**src/rtl/i2s_serializer.sv**
```systemverilog
// I2S playback serializer: double-buffers a left/right sample pair and shifts it out MSB-first
// on DACDAT, re-timed to the codec-mastered BCLK/DACLRCK sampled in the CLOCK_50 domain.
module i2s_serializer #(
  parameter int unsigned WIDTH         = 16,
  parameter int unsigned SYNC_STAGES   = 2,
  parameter int unsigned UNDERRUN_ZERO = 0
) (
  input  logic             CLOCK_50,
  input  logic             RESET_N,
  input  logic             BCLK,
  input  logic             DACLRCK,
  input  logic [WIDTH-1:0] leftSample,
  input  logic [WIDTH-1:0] rightSample,
  input  logic             sampleValid,
  output logic             DACDAT,
  output logic             frameReq,
  output logic             underrun,
  output logic             overrun
);

  localparam int unsigned   CW      = (WIDTH > 1) ? $clog2(WIDTH) : 1;
  localparam logic [CW-1:0] CNT_MAX = CW'(WIDTH - 1);

  localparam logic [1:0] ST_IDLE  = 2'd0;
  localparam logic [1:0] ST_LEFT  = 2'd1;
  localparam logic [1:0] ST_RIGHT = 2'd2;

  logic [SYNC_STAGES-1:0] r_bclk_sync;
  logic [SYNC_STAGES-1:0] r_lrck_sync;
  logic                   r_bclk_d;
  logic                   r_lrck_d;
  logic [SYNC_STAGES:0]   r_arm;
  logic [1:0]             r_state;
  logic [CW-1:0]          r_cnt;
  logic [2*WIDTH-1:0]     r_shift;
  logic [2*WIDTH-1:0]     r_last;
  logic [WIDTH-1:0]       r_hold_l;
  logic [WIDTH-1:0]       r_hold_r;
  logic                   r_hold_full;

  logic                   w_armed;
  logic                   w_bclk_s;
  logic                   w_lrck_s;
  logic                   w_bfall;
  logic                   w_lrise;
  logic                   w_lfall;
  logic [CW-1:0]          w_cnt_m1;
  logic [WIDTH-1:0]       w_cur_word;
  logic [2*WIDTH-1:0]     w_load_val;

  // Edges are ignored until the synchronizer pipeline has refilled after reset, so a DACLRCK
  // that is already high at release does not look like a frame start.
  assign w_armed  = r_arm[SYNC_STAGES];
  assign w_bclk_s = r_bclk_sync[SYNC_STAGES-1];
  assign w_lrck_s = r_lrck_sync[SYNC_STAGES-1];
  assign w_bfall  = w_armed & r_bclk_d & ~w_bclk_s;
  assign w_lrise  = w_armed & ~r_lrck_d & w_lrck_s;
  assign w_lfall  = w_armed & r_lrck_d & ~w_lrck_s;

  assign w_cnt_m1   = r_cnt - 1'b1;
  assign w_cur_word = (r_state == ST_RIGHT) ? r_shift[WIDTH-1:0] : r_shift[2*WIDTH-1:WIDTH];
  assign w_load_val = r_hold_full ? {r_hold_l, r_hold_r} :
                      ((UNDERRUN_ZERO != 0) ? '0 : r_last);

  always_ff @(posedge CLOCK_50 or negedge RESET_N) begin
    if (!RESET_N) begin
      r_bclk_sync <= '0;
      r_lrck_sync <= '0;
      r_bclk_d    <= 1'b0;
      r_lrck_d    <= 1'b0;
      r_arm       <= '0;
      r_state     <= ST_IDLE;
      r_cnt       <= '0;
      r_shift     <= '0;
      r_last      <= '0;
      r_hold_l    <= '0;
      r_hold_r    <= '0;
      r_hold_full <= 1'b0;
      DACDAT      <= 1'b0;
      frameReq    <= 1'b0;
      underrun    <= 1'b0;
      overrun     <= 1'b0;
    end else begin
      r_bclk_sync <= {r_bclk_sync[SYNC_STAGES-2:0], BCLK};
      r_lrck_sync <= {r_lrck_sync[SYNC_STAGES-2:0], DACLRCK};
      r_bclk_d    <= w_bclk_s;
      r_lrck_d    <= w_lrck_s;
      r_arm       <= {r_arm[SYNC_STAGES-1:0], 1'b1};
      frameReq    <= 1'b0;
      underrun    <= 1'b0;
      // A strobe that lands on a frame load does not lose data: the load drains the old pair.
      overrun     <= sampleValid & r_hold_full & ~w_lrise;

      if (sampleValid) begin
        r_hold_l    <= leftSample;
        r_hold_r    <= rightSample;
        r_hold_full <= 1'b1;
      end else if (w_lrise) begin
        r_hold_full <= 1'b0;
      end

      if (w_lrise) begin
        r_shift  <= w_load_val;
        frameReq <= 1'b1;
        underrun <= ~r_hold_full;
        DACDAT   <= w_load_val[2*WIDTH-1];
        r_cnt    <= CNT_MAX;
        r_state  <= ST_LEFT;
        if (r_hold_full) begin
          r_last <= w_load_val;
        end
      end else if (w_lfall && (r_state == ST_LEFT)) begin
        DACDAT  <= r_shift[WIDTH-1];
        r_cnt   <= CNT_MAX;
        r_state <= ST_RIGHT;
      end else if (w_bfall && (r_state != ST_IDLE)) begin
        if (r_cnt != '0) begin
          r_cnt  <= w_cnt_m1;
          DACDAT <= w_cur_word[w_cnt_m1];
        end else begin
          DACDAT <= 1'b0;
        end
      end
    end
  end

endmodule
```
**config.mk**
```make
export PLATFORM = sky130hd
export DESIGN_NAME = i2s_serializer
export DESIGN_NICKNAME = d
export VERILOG_FILES = /design/src/rtl/i2s_serializer.sv
export SDC_FILE = /design/constraint.sdc
export NUM_CORES = 1
export LEC_CHECK = 0
export BUFFER_PORTS_ARGS = -buffer_cell sky130_fd_sc_hd__buf_2
export CAP_MARGIN = 10
export CORE_ASPECT_RATIO = 0.9
export CORE_MARGIN = 1
export CORE_UTILIZATION = 30
export DETAILED_ROUTE_END_ITERATION = 16
export SYNTH_ARGS = -nofsm -noshare
export SYNTH_HDL_FRONTEND = slang
export SYNTH_SLANG_ARGS = --single-unit
```
**constraint.sdc**
```tcl
create_clock -name CLOCK_50 -period 2.7 [get_ports CLOCK_50]
set_clock_uncertainty 0.15 [all_clocks]
set_input_delay 0.27 -clock CLOCK_50 [delete_from_list [all_inputs] [get_ports CLOCK_50]]
set_output_delay 0.27 -clock CLOCK_50 [all_outputs]
set_load 0.05 [all_outputs]
```
==> flow_metrics.env, run 1 <==
export IMPL_fill_cells=1479
export IMPL_power_frac_comb=0.158
export IMPL_dr_pass1_iters=4
export IMPL_grt_pass1_wl_mm=16.2
export IMPL_top_level_ports=41
export IMPL_syn_avg_cell_area_sq_um=13.4
export IMPL_synth_async_sr_flop_share=1.00
export IMPL_critical_path_cell_chain="nand2b_1, mux4_2, a22oi_1, a311oi_1, or3_1"
export IMPL_cp_slowest_cell="mux4_2"
export IMPL_power_mw=5.14
export IMPL_synth_top_cell_by_area="dfrtp_1"
export IMPL_final_antenna_net_count=0
export IMPL_hold_ws_ns=0.197
export IMPL_power_internal_mw=3.77
export IMPL_finalCriticalPeriod_ns=2.44
export IMPL_synthToLayoutAreaGrowth_pct=27.4
export IMPL_reg2reg_slack_ns=0.26
export IMPL_vias_per_cell=4.63
export IMPL_cts_sinks=116
export IMPL_ff2ff_path_depth=5
export IMPL_io_buffers=40
export IMPL_reg2reg_to="DACDAT"
export IMPL_setup_tns_ns=0
export IMPL_gp_congestion=0.917
export IMPL_endpoint="DACDAT"
export IMPL_synth_common_cells="dfrtp_1, mux2_2, nand2_1, mux2i_1, o21ai_0"
export IMPL_first_iter_violations=121
export IMPL_antennaDiodeCount=0
export IMPL_cts_tree="yes"
export IMPL_insertion_delay_ns=0.41
export IMPL_layout_nets=485
export IMPL_crit_type="flip-flop to flip-flop"
export IMPL_tightest_slew_ns=0.813
export IMPL_drc=0
export IMPL_hold_class="flip-flop to flip-flop"
export IMPL_synth_top_area_frac=0.596
export IMPL_cap_violations=0
export IMPL_place_inst=594
export IMPL_coreArea_sq_um=15700
export IMPL_synth_most_common_cell="dfrtp_1"
export IMPL_htreeDepth=4
export IMPL_synth_flop_cell="dfrtp_1"
export IMPL_synth_area_leaders="dfrtp_1, mux2_2, mux2i_1"
export IMPL_p_leak_nw=2.93
export IMPL_slew_viol_final=0
export IMPL_arrival_ns=2.57
export IMPL_cts_resized=0
export IMPL_synth_warnings=0
export IMPL_synth_edff_count=0
export IMPL_root_buffer="clkbuf_16"
export IMPL_swShare=0.266
export IMPL_cts_buffer_depth=2
export IMPL_postSynthCellCount=365
export IMPL_crit_start="r_state[0]"
export IMPL_ys_types=39
export IMPL_relSlewSlack=0.453
export IMPL_cp_end_kind="flip-flop"
export IMPL_rsz0062_at_grt="false"
export IMPL_p_seq_frac=0.439
export IMPL_cp_required_ns=2.83
export IMPL_path_clk_slew_ns=0.05
export IMPL_status="finished, final reports clean"
export IMPL_overflow=0
export IMPL_fin_cells=661
export IMPL_synth_seq_cells=116
export IMPL_die_height_microns=123
export IMPL_hpwl_mm=6.38
export IMPL_slowest_delay_ns=0.56
export IMPL_pwr_density_cell_nw_per_um2=827
export IMPL_reg2reg_from="r_state[0]"
export IMPL_start_kind="flip-flop"
export IMPL_grt_total_usage=0.128
export IMPL_p_sw_mw=1.37
export IMPL_period_share=0.905
export IMPL_post_cts_buffers=0
export IMPL_finalSetupViolCount=0
export IMPL_ir_worst_vdd_mv=0.476
export IMPL_path_max_fanout=9
export IMPL_cts_hold_buf=35
export IMPL_max_freq_ghz=0.409
export IMPL_core_rowCount=43
export IMPL_drive_above_1_share=0.322
export IMPL_synth_nets=404
export IMPL_ys_seq_area_frac=0.596
export IMPL_finalHoldViolations=0
export IMPL_hold_path_depth=0
export IMPL_die_x_microns=136
export IMPL_syn_area_sq_um=4870
export IMPL_antenna_found_initial=0
export IMPL_wirelength_mm=9.53
export IMPL_cts_buffers_inserted=17
export IMPL_initial_utilization=0.311
export IMPL_grt_max_degree=79
export IMPL_via_count=3062
export IMPL_die_area_sq_um=16800
export IMPL_wire_per_inst_microns=14.4
export IMPL_grt_pass1_vias=3221
export IMPL_clock_power_share=0.403
## through the flow
step | setup WS, ns | util | instance area, sq um
after floorplan | 0.505 | - | 4870
after global placement | 0.365 | 0.339 | 5310
after detailed placement | 0.304 | 0.339 | 5310
after CTS | 0.288 | 0.397 | 6210
after global routing | 0.100 | 0.397 | 6210
final | 0.257 | 0.397 | 6210
## critical path: cells and delay by family (launching register included)
family             cells  cell delay, ns
and+or+nand+nor        2            0.84
DFF                    1            0.42
AOI/OAI and AO/OA      2            0.34
muxes                  1            0.56
## power by group through the flow
| stage | Clock, mW | Sequential (mW) | Combinational (mW) |
|---|---|---|---|
| after floorplan | 0 | 2.23 | 0.583 |
| after detailed placement | 0 | 2.28 | 0.785 |
| after global routing | 2.21 | 2.29 | 0.913 |
| after global placement | 0 | 2.27 | 0.747 |
| after CTS | 2.13 | 2.26 | 0.826 |
| final | 2.07 | 2.26 | 0.811 |
## sequential cells by signal, summed over array words and instances, names as in the netlist, 2 cells and up
name,count
r_cnt,4
r_state,2
r_last,32
r_lrck_sync,2
r_hold_l,16
r_bclk_sync,2
r_shift,32
r_hold_r,16
r_arm,3
## per-layer routing
| layer | global-route usage | wire [microns] |
|---|---|---|
| met5 | 0 | 0 |
| met4 | 0.0632 | 214 |
| met3 | 0.0336 | 385 |
| met2 | 0.198 | 4380 |
| met1 | 0.167 | 4540 |
## placed cells by master, fill, tap and decap left out, types with 2 or more instances in the layout
cell             n
nand2_1         43
clkinv_2         5
clkinvlp_4       5
mux2_2          64
mux4_1           4
dfrtp_1        115
nor2_1           8
inv_1            6
a21o_1           2
a21oi_1          3
ha_1             2
nand3_1          2
o21ai_0         33
mux2i_1         35
dlygate4sd3_1   35
clkbuf_16       17
a311oi_1         2
xnor2_1          3
buf_4            6
mux4_2           3
buf_2           39
## how the worst min path moves through the flow
stage | startpoint | to | slack (ns)
after floorplan | RESET_N | DACDAT | -0.18
after global placement | RESET_N | r_hold_r[1] | 0.13
after detailed placement | RESET_N | r_hold_r[1] | 0.14
after CTS | r_arm[0] | r_arm[1] | 0.20
after global routing | r_arm[0] | r_arm[1] | 0.21
final | r_arm[0] | r_arm[1] | 0.20
## logic make-up (layout without fill, tap and decap cells)
logic type | Yosys count | count (layout) | share of synthesized area
AO/OA/AOI/OAI | 48 | 48 | 0.0591
other | 1 | 1 | 0.000769
adder cells (fa/ha/maj) | 2 | 2 | 0.00513
buffers and inverters | 25 | 119 | 0.0211
multiplexers | 106 | 106 | 0.255
flip-flops | 116 | 116 | 0.596
AND/OR/NAND/NOR | 64 | 64 | 0.0578
XOR/XNOR | 3 | 3 | 0.00539
## cell type report
class	count	area [sq um]	share of cell area
sequential	116	2900	0.468
tap	202	253	0.0407
clock buffer	19	443	0.0713
inverter	6	22.5	0.00363
multi-input combinational	224	1870	0.301
timing repair buffer	81	611	0.0983
clock inverter	13	110	0.0177
(Power assumes the default switching activity.)
==> inputs of run 2 (changes only) <==
- CORE_UTILIZATION: 30 -> 40
- GPL_ROUTABILITY_DRIVEN: default -> 0
==> flow_metrics.env, run 2 (synthesis results as in run 1) <==
export IMPL_status="finished, final reports clean"
export IMPL_swShare=0.250
export IMPL_wirelength_mm=8.97
export IMPL_slew_viol_final=0
export IMPL_path_clk_slew_ns=0.06
export IMPL_finalCriticalPeriod_ns=2.38
export IMPL_finish_utilization=0.533
export IMPL_pwr_density_cell_nw_per_um2=861
export IMPL_reg2reg_from="r_state[0]"
export IMPL_multiInputGateArea_sq_um=1870
export IMPL_power_internal_mw=4.02
export IMPL_overflow=0
export IMPL_hpwl_mm=5.90
export IMPL_finalHoldViolations=0
export IMPL_vias_per_cell=4.92
export IMPL_layout_nets=486
export IMPL_final_seq_area_sq_um=2900
export IMPL_setup_tns_ns=0
export IMPL_grt_busiest_layer="met2"
export IMPL_post_cts_buffers=0
export IMPL_reg_top3="r_last (32), r_shift (32)"
export IMPL_p_leak_nw=2.96
export IMPL_cts_sinks=116
export IMPL_cts_resized=0
export IMPL_grt_max_degree=69
export IMPL_relSlewSlack=0.473
export IMPL_cp_required_ns=2.84
export IMPL_top_level_ports=41
export IMPL_cp_end_kind="flip-flop"
export IMPL_cts_buffers_inserted=17
export IMPL_dr_pass1_iters=4
export IMPL_cts_buffer_depth=2
export IMPL_grt_pass1_wl_mm=15.5
export IMPL_final_common_cell="dfrtp_1"
export IMPL_cts_tree="yes"
export IMPL_final_cell_mix="dfrtp_1, mux2_2, nand2_1"
export IMPL_arrival_ns=2.52
export IMPL_root_buffer="clkbuf_16"
export IMPL_synthToLayoutAreaGrowth_pct=27.7
export IMPL_power_frac_comb=0.150
export IMPL_p_seq_frac=0.421
export IMPL_holdCritStartpoint="r_lrck_sync[0]"
export IMPL_grtUsageMet2=0.255
export IMPL_drive_above_1_share=0.325
export IMPL_path_max_fanout=9
export IMPL_die_area_sq_um=12600
export IMPL_insertion_delay_ns=0.41
export IMPL_die_height_microns=107
export IMPL_use_met3=0.0553
export IMPL_final_area_sq_um=6220
export IMPL_initial_utilization=0.418
export IMPL_ir_worst_vdd_mv=0.559
export IMPL_period_share=0.880
export IMPL_cts_hold_buf=35
export IMPL_antenna_found_initial=0
export IMPL_io_buffers=40
export IMPL_drc=0
export IMPL_wire_per_inst_microns=14.6
export IMPL_cap_violations=0
export IMPL_grt_pass1_vias=3103
export IMPL_fill_cells=1018
export IMPL_start_kind="flip-flop"
export IMPL_first_iter_violations=103
export IMPL_clock_power_share=0.430
export IMPL_finalSetupViolCount=0
export IMPL_coreArea_sq_um=11700
export IMPL_rsz0062_at_grt="false"
export IMPL_crit_type="flip-flop to flip-flop"
export IMPL_antennaDiodeCount=0
export IMPL_grt_total_usage=0.165
export IMPL_p_sw_mw=1.34
export IMPL_hold_class="flip-flop to flip-flop"
export IMPL_core_rowCount=37
export IMPL_placement_cell_area_sq_um=5260
export IMPL_met1_usage=0.211
export IMPL_max_freq_ghz=0.421
export IMPL_crit_start="r_state[0]"
export IMPL_tightest_slew_ns=0.790
export IMPL_die_x_microns=118
export IMPL_htreeDepth=4
export IMPL_final_antenna_net_count=0
export IMPL_via_count=3026
[run 2: cell types whose count changed in the layout (fill, tap and decap cells not counted)]
| cell | previous run | this run |
|---|---|---|
| clkbuf_8 | 1 | 0 |
| clkinvlp_4 | 5 | 4 |
| clkinv_2 | 5 | 4 |
| clkbuf_1 | 1 | 0 |
| bufinv_16 | 1 | 4 |
| inv_6 | 1 | 0 |
| clkinv_4 | 1 | 2 |
| buf_4 | 6 | 7 |
[run 2: final timing paths]
check                                 end  slack [ns]  cells after the start
max in group asynchronous     r_shift[18]        1.46                      3
min in group asynchronous     r_hold_r[1]        0.24                      2
max reg2reg                        DACDAT        0.32                      5
max                                DACDAT        0.32                      5
min reg2reg                r_lrck_sync[1]        0.19                      0
min                        r_lrck_sync[1]        0.19                      0
[run 2: worst max-delay path, stage by stage, from the launching register on]
cell and delay (ns):
dfrtp_1 0.42, nand2b_1 0.46, mux4_2 0.57, a22oi_1 0.20
a311oi_1 0.10, or3_1 0.36
[run 2: power by group through the flow]
stage	clock network (mW)	logic [mW]	registers, mW
after floorplan	0	0.583	2.23
after global placement	0	0.742	2.28
after detailed placement	0	0.772	2.28
after CTS	2.35	0.815	2.26
after global routing	2.43	0.901	2.30
final	2.30	0.801	2.25
[run 2: final cells by class]
type | count | share of cell area
flip-flops and latches | 116 | 0.467
multi-input cells | 224 | 0.300
inverters | 6 | 0.00362
repair buffers | 82 | 0.0994
clock buffers | 17 | 0.0684
well taps | 156 | 0.0314
clock inverters | 14 | 0.0302
[run 2: stage by stage]
| stage | instances | setup slack [ns] | power [mW] | hold slack [ns] |
|---|---|---|---|---|
| global placement | 549 | 0.369 | 3.02 | 0.142 |
| finish | 615 | 0.323 | 5.35 | 0.195 |
| floorplan | 365 | 0.505 | 2.82 | -0.176 |
| CTS | 615 | 0.317 | 5.42 | 0.197 |
| global route | 615 | 0.0963 | 5.63 | 0.219 |
| detailed placement | 549 | 0.326 | 3.05 | 0.137 |
[run 2: per-layer routing]
metal,up-vias,part of all wire
li1,1475,-
met1,1498,0.48
met2,43,0.47
met3,10,0.032
met4,0,0.013
met5,-,0
